### src/rtl/mem_port_arbiter_pkg.sv
// rtl/mem_port_arbiter_pkg.sv - shared definitions for the IF/MEM RAM port arbiter
//
// Package cpu_defs: arbiter state encoding, default bus widths and the
// byte-enable pattern driven for every read access.
package cpu_defs;

  localparam int ADDR_W_DEF = 16;
  localparam int DATA_W_DEF = 16;

  localparam int ST_W = 3;
  localparam logic [ST_W-1:0] ST_IDLE    = 3'd0;
  localparam logic [ST_W-1:0] ST_ISSUE_I = 3'd1;
  localparam logic [ST_W-1:0] ST_ISSUE_D = 3'd2;
  localparam logic [ST_W-1:0] ST_WAIT_I  = 3'd3;
  localparam logic [ST_W-1:0] ST_WAIT_D  = 3'd4;

  // Reads always fetch the full word.
  localparam logic [1:0] RD_BYTE_EN = 2'b11;

endpackage

### src/rtl/mem_port_arbiter_wait_counter.sv
// rtl/mem_port_arbiter_wait_counter.sv - RAM read-latency down-counter
//
// Module arb_wait_counter.
// Ports:
//   clock  in   rising-edge clock
//   reset  in   asynchronous active-high reset
//   load   in   grant edge; counter takes MEM_LAT so it holds MEM_LAT in ISSUE
//   done   out  counter is zero; in a WAIT state this marks the ram_rdata cycle
module arb_wait_counter #(
  parameter int MEM_LAT = 2
) (
  input  logic clock,
  input  logic reset,
  input  logic load,
  output logic done
);

  localparam int CW = (MEM_LAT < 1) ? 1 : $clog2(MEM_LAT + 1);

  logic [CW-1:0] cnt;

  always_ff @(posedge clock or posedge reset) begin
    if (reset) begin
      cnt <= '0;
    end else if (load) begin
      cnt <= CW'(MEM_LAT);
    end else if (cnt != '0) begin
      cnt <= cnt - CW'(1);
    end
  end

  assign done = (cnt == '0);

endmodule

### src/rtl/mem_port_arbiter.sv
// rtl/mem_port_arbiter.sv - single-port RAM arbiter between IF fetch and MEM load/store
//
// Ports:
//   clock, reset                 rising-edge clock, async active-high reset
//   if_req/if_addr               fetch request, held until if_valid
//   if_rdata/if_valid/if_stall   fetched word, completion pulse, stall to hazard unit
//   mem_req/mem_we/mem_byte_en/mem_addr/mem_wdata  data request, held until mem_valid
//   mem_rdata/mem_valid/mem_stall                  load word, completion pulse, stall
//   ram_en/ram_we/ram_byte_en/ram_addr/ram_wdata   registered RAM command (one cycle/access)
//   ram_rdata                    RAM read data, valid MEM_LAT cycles after ram_en
module mem_port_arbiter
  import cpu_defs::*;
#(
  parameter int ADDR_W     = ADDR_W_DEF,
  parameter int DATA_W     = DATA_W_DEF,
  parameter int MEM_LAT    = 2,
  parameter int STARVE_MAX = 3
) (
  input  logic              clock,
  input  logic              reset,
  input  logic              if_req,
  input  logic [ADDR_W-1:0] if_addr,
  output logic [DATA_W-1:0] if_rdata,
  output logic              if_valid,
  output logic              if_stall,
  input  logic              mem_req,
  input  logic              mem_we,
  input  logic [1:0]        mem_byte_en,
  input  logic [ADDR_W-1:0] mem_addr,
  input  logic [DATA_W-1:0] mem_wdata,
  output logic [DATA_W-1:0] mem_rdata,
  output logic              mem_valid,
  output logic              mem_stall,
  output logic              ram_en,
  output logic              ram_we,
  output logic [1:0]        ram_byte_en,
  output logic [ADDR_W-1:0] ram_addr,
  output logic [DATA_W-1:0] ram_wdata,
  input  logic [DATA_W-1:0] ram_rdata
);

  if (MEM_LAT < 1) begin : g_lat_check
    $error("mem_port_arbiter: MEM_LAT must be >= 1");
  end

  localparam int SW = (STARVE_MAX < 1) ? 1 : $clog2(STARVE_MAX + 1);
  localparam logic [SW-1:0] STARVE_LIM = SW'(STARVE_MAX);

  logic [ST_W-1:0] state;
  logic [SW-1:0]   starve_cnt;
  logic            if_elig;
  logic            mem_elig;
  logic            arb_open;
  logic            grant_i;
  logic            grant_d;
  logic            wait_done;

  assign if_stall = if_req & ~if_valid;
  assign mem_stall = mem_req & ~mem_valid;

  // A requester is still holding its request during its own valid cycle,
  // so that request has already been served.
  assign if_elig  = if_req & ~if_valid;
  assign mem_elig = mem_req & ~mem_valid;

  // The valid cycle is a bubble: no grant is made while either completion
  // pulse is high, so the finished requester gets a chance to re-request
  // before the next arbitration and starvation counting stays meaningful.
  assign arb_open = (state == ST_IDLE) & ~if_valid & ~mem_valid;

  assign grant_i = arb_open & if_elig & (~mem_elig | (starve_cnt == STARVE_LIM));
  assign grant_d = arb_open & mem_elig & ~grant_i;

  arb_wait_counter #(
    .MEM_LAT (MEM_LAT)
  ) u_wait (
    .clock (clock),
    .reset (reset),
    .load  (grant_i | grant_d),
    .done  (wait_done)
  );

  always_ff @(posedge clock or posedge reset) begin
    if (reset) begin
      state       <= ST_IDLE;
      starve_cnt  <= '0;
      ram_en      <= 1'b0;
      ram_we      <= 1'b0;
      ram_byte_en <= 2'b00;
      ram_addr    <= '0;
      ram_wdata   <= '0;
      if_rdata    <= '0;
      mem_rdata   <= '0;
      if_valid    <= 1'b0;
      mem_valid   <= 1'b0;
    end else begin
      ram_en    <= 1'b0;
      ram_we    <= 1'b0;
      if_valid  <= 1'b0;
      mem_valid <= 1'b0;

      case (state)
        ST_IDLE: begin
          if (grant_i) begin
            state       <= ST_ISSUE_I;
            ram_en      <= 1'b1;
            ram_byte_en <= RD_BYTE_EN;
            ram_addr    <= if_addr;
            starve_cnt  <= '0;
          end else if (grant_d) begin
            state       <= ST_ISSUE_D;
            ram_en      <= 1'b1;
            ram_we      <= mem_we;
            ram_byte_en <= mem_we ? mem_byte_en : RD_BYTE_EN;
            ram_addr    <= mem_addr;
            ram_wdata   <= mem_wdata;
            if (!if_req) begin
              starve_cnt <= '0;
            end else if (starve_cnt != STARVE_LIM) begin
              starve_cnt <= starve_cnt + SW'(1);
            end
          end
        end

        ST_ISSUE_I: state <= ST_WAIT_I;

        // ram_we is still high in ISSUE_D for a store; a store needs no wait.
        ST_ISSUE_D: begin
          if (ram_we) begin
            state     <= ST_IDLE;
            mem_valid <= 1'b1;
          end else begin
            state <= ST_WAIT_D;
          end
        end

        ST_WAIT_I: begin
          if (wait_done) begin
            if_rdata <= ram_rdata;
            if_valid <= 1'b1;
            state    <= ST_IDLE;
          end
        end

        ST_WAIT_D: begin
          if (wait_done) begin
            mem_rdata <= ram_rdata;
            mem_valid <= 1'b1;
            state     <= ST_IDLE;
          end
        end

        default: state <= ST_IDLE;
      endcase
    end
  end

endmodule

### config.mk
export PLATFORM = sky130hd
export DESIGN_NAME = mem_port_arbiter
export DESIGN_NICKNAME = d
export VERILOG_FILES = /design/src/rtl/mem_port_arbiter_pkg.sv /design/src/rtl/mem_port_arbiter_wait_counter.sv /design/src/rtl/mem_port_arbiter.sv
export SDC_FILE = /design/constraint.sdc
export NUM_CORES = 1
export LEC_CHECK = 0
export ABC_AREA = 1
export CAP_MARGIN = 20
export CORE_MARGIN = 10
export CORE_UTILIZATION = 30
export DETAILED_ROUTE_END_ITERATION = 10
export DONT_BUFFER_PORTS = 1
export GPL_TIMING_DRIVEN = 0
export HOLD_SLACK_MARGIN = 0.1
export SLEW_MARGIN = 20
export SYNTH_ARGS = -nofsm -noshare
export SYNTH_HDL_FRONTEND = slang
export SYNTH_SLANG_ARGS = --single-unit
### constraint.sdc
create_clock -name clock -period 6.75 [get_ports clock]
set_input_delay 1.35 -clock clock [delete_from_list [all_inputs] [get_ports clock]]
set_output_delay 1.35 -clock clock [all_outputs]
set_load 0.005 [all_outputs]
==> flow_metrics.tcl, run 1 <==
set metrics [dict create \
    drv_cap 0 \
    tns_ns 0 \
    worstSkewPairLatency_ns 0.35 \
    dp_cells 529 \
    path_buf_inv 1 \
    layout-drive-gt1-share_pct 10.64 \
    yosysTopAreaCellShare_pct 58.14 \
    netlist_instances 388 \
    dr.pass1.iters 4 \
    clk_pin_slew_ns 0.07 \
    grt_start_max_net_pins 46 \
    crit_path_start_kind "input port" \
    drt_iter0_markers 95 \
    cts_tree "done" \
    cts_buffers 9 \
    fin_crit_sh_pct 43.21 \
    fmax_mhz 342.8 \
    syn_avg_cell_area_um2 8.542 \
    cp_slowest_cell "nor2_1" \
    route.detailed.drc 0 \
    h-tree-depth 3 \
    ys_seq_area_share_pct 58.14 \
    clkSinkCount 77 \
    cts_root_buffer "clkbuf_8" \
    ys_ff_latch 77 \
    status "completed" \
    cp.required_ns 5.40 \
    crit_fanout 3 \
    worstMarginPinSlew_ns 0.5644 \
    crit_type "input port to output port" \
    grt_overflow 0 \
    core-area_um2 10840 \
    postCtsSetupRepairBufs 0 \
    reg2reg_slack_ns 5.01 \
    portBuffers 0 \
    syn_nets 461 \
    diodes 0 \
    nFillCells 1160 \
    die_h_um 125.1 \
    worst_slack_ns 3.833 \
    layout.cells.most_common "nand2_1" \
    layout_common_cells "nand2_1 (176), dfrtp_1 (77), inv_1 (29)" \
    dp.final_hpwl_um 6888 \
    cts_resized 0 \
    synth_area_leaders "dfrtp_1 (58%), nand2_1 (20%), nand3_1 (3.6%), inv_1 (3.4%), o21ai_0 (2.7%)" \
    ir_drop_uv 147.2 \
    antenna_found_initial 0 \
    vias 2465 \
    wl_um 9030 \
    syn_to_final_growth_pct 11.17 \
    syn_area_um2 3314 \
    dieWidth_um 125.1 \
    relSlewSlack_pct 62.37 \
    io_pins 143 \
    worst_hold_path_type "flip-flop to flip-flop" \
    worstSetupEndpointType "output port" \
    fin_crit_ns 2.917 \
    crit_chain "inv_1 > nor2_1" \
    clockBufferDepth 2 \
    p_leak_uw 0.001972 \
    rows 38 \
    skew_ns 0.007338 \
    initial_core_util_pct 30.57 \
    yosysTopAreaCell "dfrtp_1" \
    powerDensity_nw_per_um2 458.8 \
    critPathTopFamily "simple AND/OR/NAND/NOR gates" \
    dieArea_um2 15650 \
    place.gp.congestion 0.7804 \
    grt_setup_unrepaired "no" \
    hold_violations 0 \
    setup_viol 0 \
    layout.cells.non_filler 544 \
    dp_slack_ns 3.814 \
    final_nets 473 \
    postCtsHoldBufs 0 \
    critPathMaxStageDelay_ns 0.17 \
    arrival_ns 1.57 \
    ys_types 25 \
    final_max_slew_viol_count 0 \
    vias_per_cell 4.531 \
    ant_nets 0 \
    ys_warn_count 0 \
    grt_pass1_wl_um 14690 \
    grt_pass1_vias 2657 \
    track_usage_pct 11.69 \
    post_drt_wl_per_cell_um 16.60 \
]
flip-flops by register name (all words and copies together) (netlist names):
register and cells:
mem_valid 1, if_rdata 16, u_wait.cnt 2, state 3
ram_wdata 16, ram_addr 16, ram_we 1, ram_en 1
mem_rdata 16, ram_byte_en 2, starve_cnt 2, if_valid 1
cells in the mapped netlist, drive strengths merged:
cell    number
nor2        13
dfrtp       77
o21ai       36
a21oi        1
o21a         2
buf         12
inv         33
nor3         2
o211ai       1
clkbuf       4
nand3       25
nand2      179
nand4        1
ha           2
kinds of logic after synthesis:
family | share of synthesized area, %
flops | 58.14
buf+inv | 6.606
simple gates | 28.24
fa+ha+maj | 0.7549
compound gates | 6.267
path summary, 6_finish.rpt:
check / start / endpoint / depth (start not counted)
min: ram_addr[12]$_DFFE_PP0P_ / ram_addr[12]$_DFFE_PP0P_ / 2
min reg2reg: ram_addr[12]$_DFFE_PP0P_ / ram_addr[12]$_DFFE_PP0P_ / 2
max reg2reg: starve_cnt[0]$_DFFE_PP0P_ / u_wait.cnt[1]$_DFFE_PP0P_ / 8
max in group asynchronous: reset / ram_addr[13]$_DFFE_PP0P_ / 2
max: mem_req / mem_stall / 2
min in group asynchronous: reset / if_rdata[6]$_DFFE_PP0P_ / 1
per-stage QoR:
stage	util, %	power [uW]	instance area, um2	hold slack (ns)
3_3_place_gp	32.19	1379	3490	0.4827
3_5_place_dp	32.47	1411	3520	0.4934
2_1_floorplan	-	1234	3314	0.4627
4_1_cts	33.99	1730	3685	0.5131
6_report	33.99	1690	3685	0.5134
5_1_grt	33.99	1859	3685	0.5417
area by class of cell:
type	count	area, um2	area share (%)
Clock buffer	10	137.6	3.735
Sequential cell	77	1927	52.29
Clock inverter	5	27.53	0.7470
Timing Repair Buffer	1	27.53	0.7470
Tap cell	140	175.2	4.754
Multi-Input combinational cell	262	1169	31.71
Inverter	33	126.4	3.430
Buffer	16	95.09	2.581
report_power, final:
part	switching [uW]	internal (uW)	leakage, uW	total [uW]
registers	196	684	0.000941	880
logic	309	191	0.000943	499
clock network	172	139	0.0000877	311
total	677	1010	0.00197	1690
per-layer routing:
metal  GRT usage, %  wire (um)  vias to the layer above
li1               -          -                     1221
met1          13.14       3632                     1135
met2          17.90       4148                       97
met3          6.506       1100                       12
met4          5.081        149                        0
met5              0          0                        -
No activity file was read; power rests on OpenSTA's default activity.
==> run 2, diff against run 1 <==
==> constraint.sdc (replaced) <==
create_clock -name clock -period 2.6 [get_ports clock]
set_input_delay 0.52 -clock clock [delete_from_list [all_inputs] [get_ports clock]]
set_output_delay 0.52 -clock clock [all_outputs]
set_load 0.005 [all_outputs]
==> run 2 against run 1 <==
Via count is essentially flat. Critical endpoint is now u_wait.cnt[1]$_DFFE_PP0P_. Non-clock buffer count grew 1. Sequential share of layout area shrank 0.14 points. Die area is the same.
==> flow_metrics.tcl, run 2 (synthesized netlist as in run 1, its figures left out) <==
set metrics [dict create \
    status "completed" \
    crit_fanout 10 \
    route.detailed.drc 0 \
    power.total_uw 4391 \
    dr.pass1.iters 4 \
    layout-drive-gt1-share_pct 10.62 \
    vias_per_cell 4.519 \
    powerDensity_nw_per_um2 1188 \
    skew_ns 0.007338 \
    antenna_found_initial 0 \
    place.gp.congestion 0.7804 \
    cts_root_buffer "clkbuf_8" \
    p_leak_uw 0.001977 \
    grt_overflow 0 \
    ant_nets 0 \
    postCtsSetupRepairBufs 0 \
    hold_violations 0 \
    core-area_um2 10840 \
    cp_slowest_cell "dfrtp_1" \
    dp.final_hpwl_um 6888 \
    clockBufferDepth 2 \
    diodes 0 \
    fin_crit_ns 1.737 \
    initial_core_util_pct 30.57 \
    dp_cells 529 \
    final_core_util_pct 34.08 \
    h-tree-depth 3 \
    clkSinkCount 77 \
    vias 2463 \
    grt_start_max_net_pins 46 \
    layout.cells.most_common "nand2_1" \
    die_h_um 125.1 \
    layout_common_cells "nand2_1 (176), dfrtp_1 (77), inv_1 (29)" \
    ir_drop_uv 382.4 \
    worst_hold_path_type "input port to flip-flop" \
    fin_crit_sh_pct 66.83 \
    dieWidth_um 125.1 \
    critPathMaxStageDelay_ns 0.39 \
    layout.cells.non_filler 545 \
    cts_tree "done" \
    worstMarginPinSlew_ns 0.5644 \
    final_nets 474 \
    clk_pin_slew_ns 0.08 \
    crit_chain "ha_1 > inv_1 > nand3_1 > nand2_4 > nor2_8 > nor2_4 > buf_2 > o211ai_1" \
    final_max_slew_viol_count 0 \
    crit_type "flip-flop to flip-flop" \
    relSlewSlack_pct 62.37 \
    cp.required_ns 2.83 \
    io_pins 143 \
    worstSetupEndpointType "flip-flop" \
    grt_pass1_vias 2657 \
    syn_to_final_growth_pct 11.48 \
    crit_path_start_kind "flip-flop" \
    drv_cap 0 \
    fmax_mhz 575.6 \
    track_usage_pct 11.69 \
    grt_pass1_wl_um 14690 \
    post_drt_wl_per_cell_um 16.59 \
    rows 38 \
    dieArea_um2 15650 \
    arrival_ns 1.97 \
    grt_setup_unrepaired "no" \
    drt_iter0_markers 129 \
    setup_viol 0 \
    worstSkewPairLatency_ns 0.35 \
    wl_um 9042 \
    portBuffers 0 \
    cts_buffers 9 \
]
-- run 2: cell type report --
type	instances	area, um2
Buffer	16	95.09
Clock buffer	10	137.6
Clock inverter	5	27.53
Fill cell	1159	7146
Inverter	33	126.4
Multi-Input combinational cell	262	1169
Sequential cell	77	1927
Tap cell	140	175.2
Timing Repair Buffer	2	37.54
-- run 2: path summary, 6_finish.rpt --
| path | startpoint | end | slack (ns) | cells past startpoint |
|---|---|---|---|---|
| worst min register to register | ram_addr[12]$_DFFE_PP0P_ | ram_addr[12]$_DFFE_PP0P_ | 0.51 | 2 |
| max in group asynchronous | reset | ram_addr[13]$_DFFE_PP0P_ | 1.38 | 3 |
| worst min-delay path | mem_wdata[6] | ram_wdata[6]$_DFFE_PP0P_ | 0.30 | 2 |
| worst max-delay path | starve_cnt[0]$_DFFE_PP0P_ | u_wait.cnt[1]$_DFFE_PP0P_ | 0.86 | 8 |
| min in group asynchronous | reset | if_rdata[6]$_DFFE_PP0P_ | 0.65 | 2 |
| worst max register to register | starve_cnt[0]$_DFFE_PP0P_ | u_wait.cnt[1]$_DFFE_PP0P_ | 0.86 | 8 |
-- run 2: report_power, final --
| group | total [uW] | leakage (uW) | internal [uW] | switching (uW) |
|---|---|---|---|---|
| Clock | 808 | 0.0000877 | 361 | 448 |
| Combinational | 1300 | 0.000947 | 496 | 803 |
| Sequential | 2280 | 0.000941 | 1780 | 508 |
-- run 2: critical path, delay by kind of cell, from the launching register on --
family,cells,cell delay [ns]
AO/OA/AOI/OAI,1,0.11
adder cells (fa/ha/maj),1,0.19
AND/OR/NAND/NOR,4,0.59
buffers and inverters,2,0.32
flip-flops,1,0.39
-- run 2: timing repair --
action,in CTS,in global routing
setup endpoints to repair,0,0
hold buffers,1,0
resized for setup,0,0
endpoints found under the hold margin,32,0
-- run 2: per-layer routing --
metal	part of all wire [%]	wire length, um	GRT usage (%)	vias up
met5	0	0	0	-
met4	1.6	149	5.081	0
met3	12	1090	6.506	12
met2	46	4149	17.90	93
met1	40	3652	13.14	1135
li1	-	-	-	1223
-- run 2: per-stage QoR --
step	cell area [um2]	setup TNS [ns]	hold slack (ns)	worst slack (ns)
2_1_floorplan	3314	0	0.4627	0.1133
3_3_place_gp	3490	-54.35	0.4827	-0.7146
3_5_place_dp	3520	0	0.4359	0.8590
4_1_cts	3695	0	0.2787	0.8428
5_1_grt	3695	0	0.2721	0.7318
6_report	3695	0	0.3017	0.8625
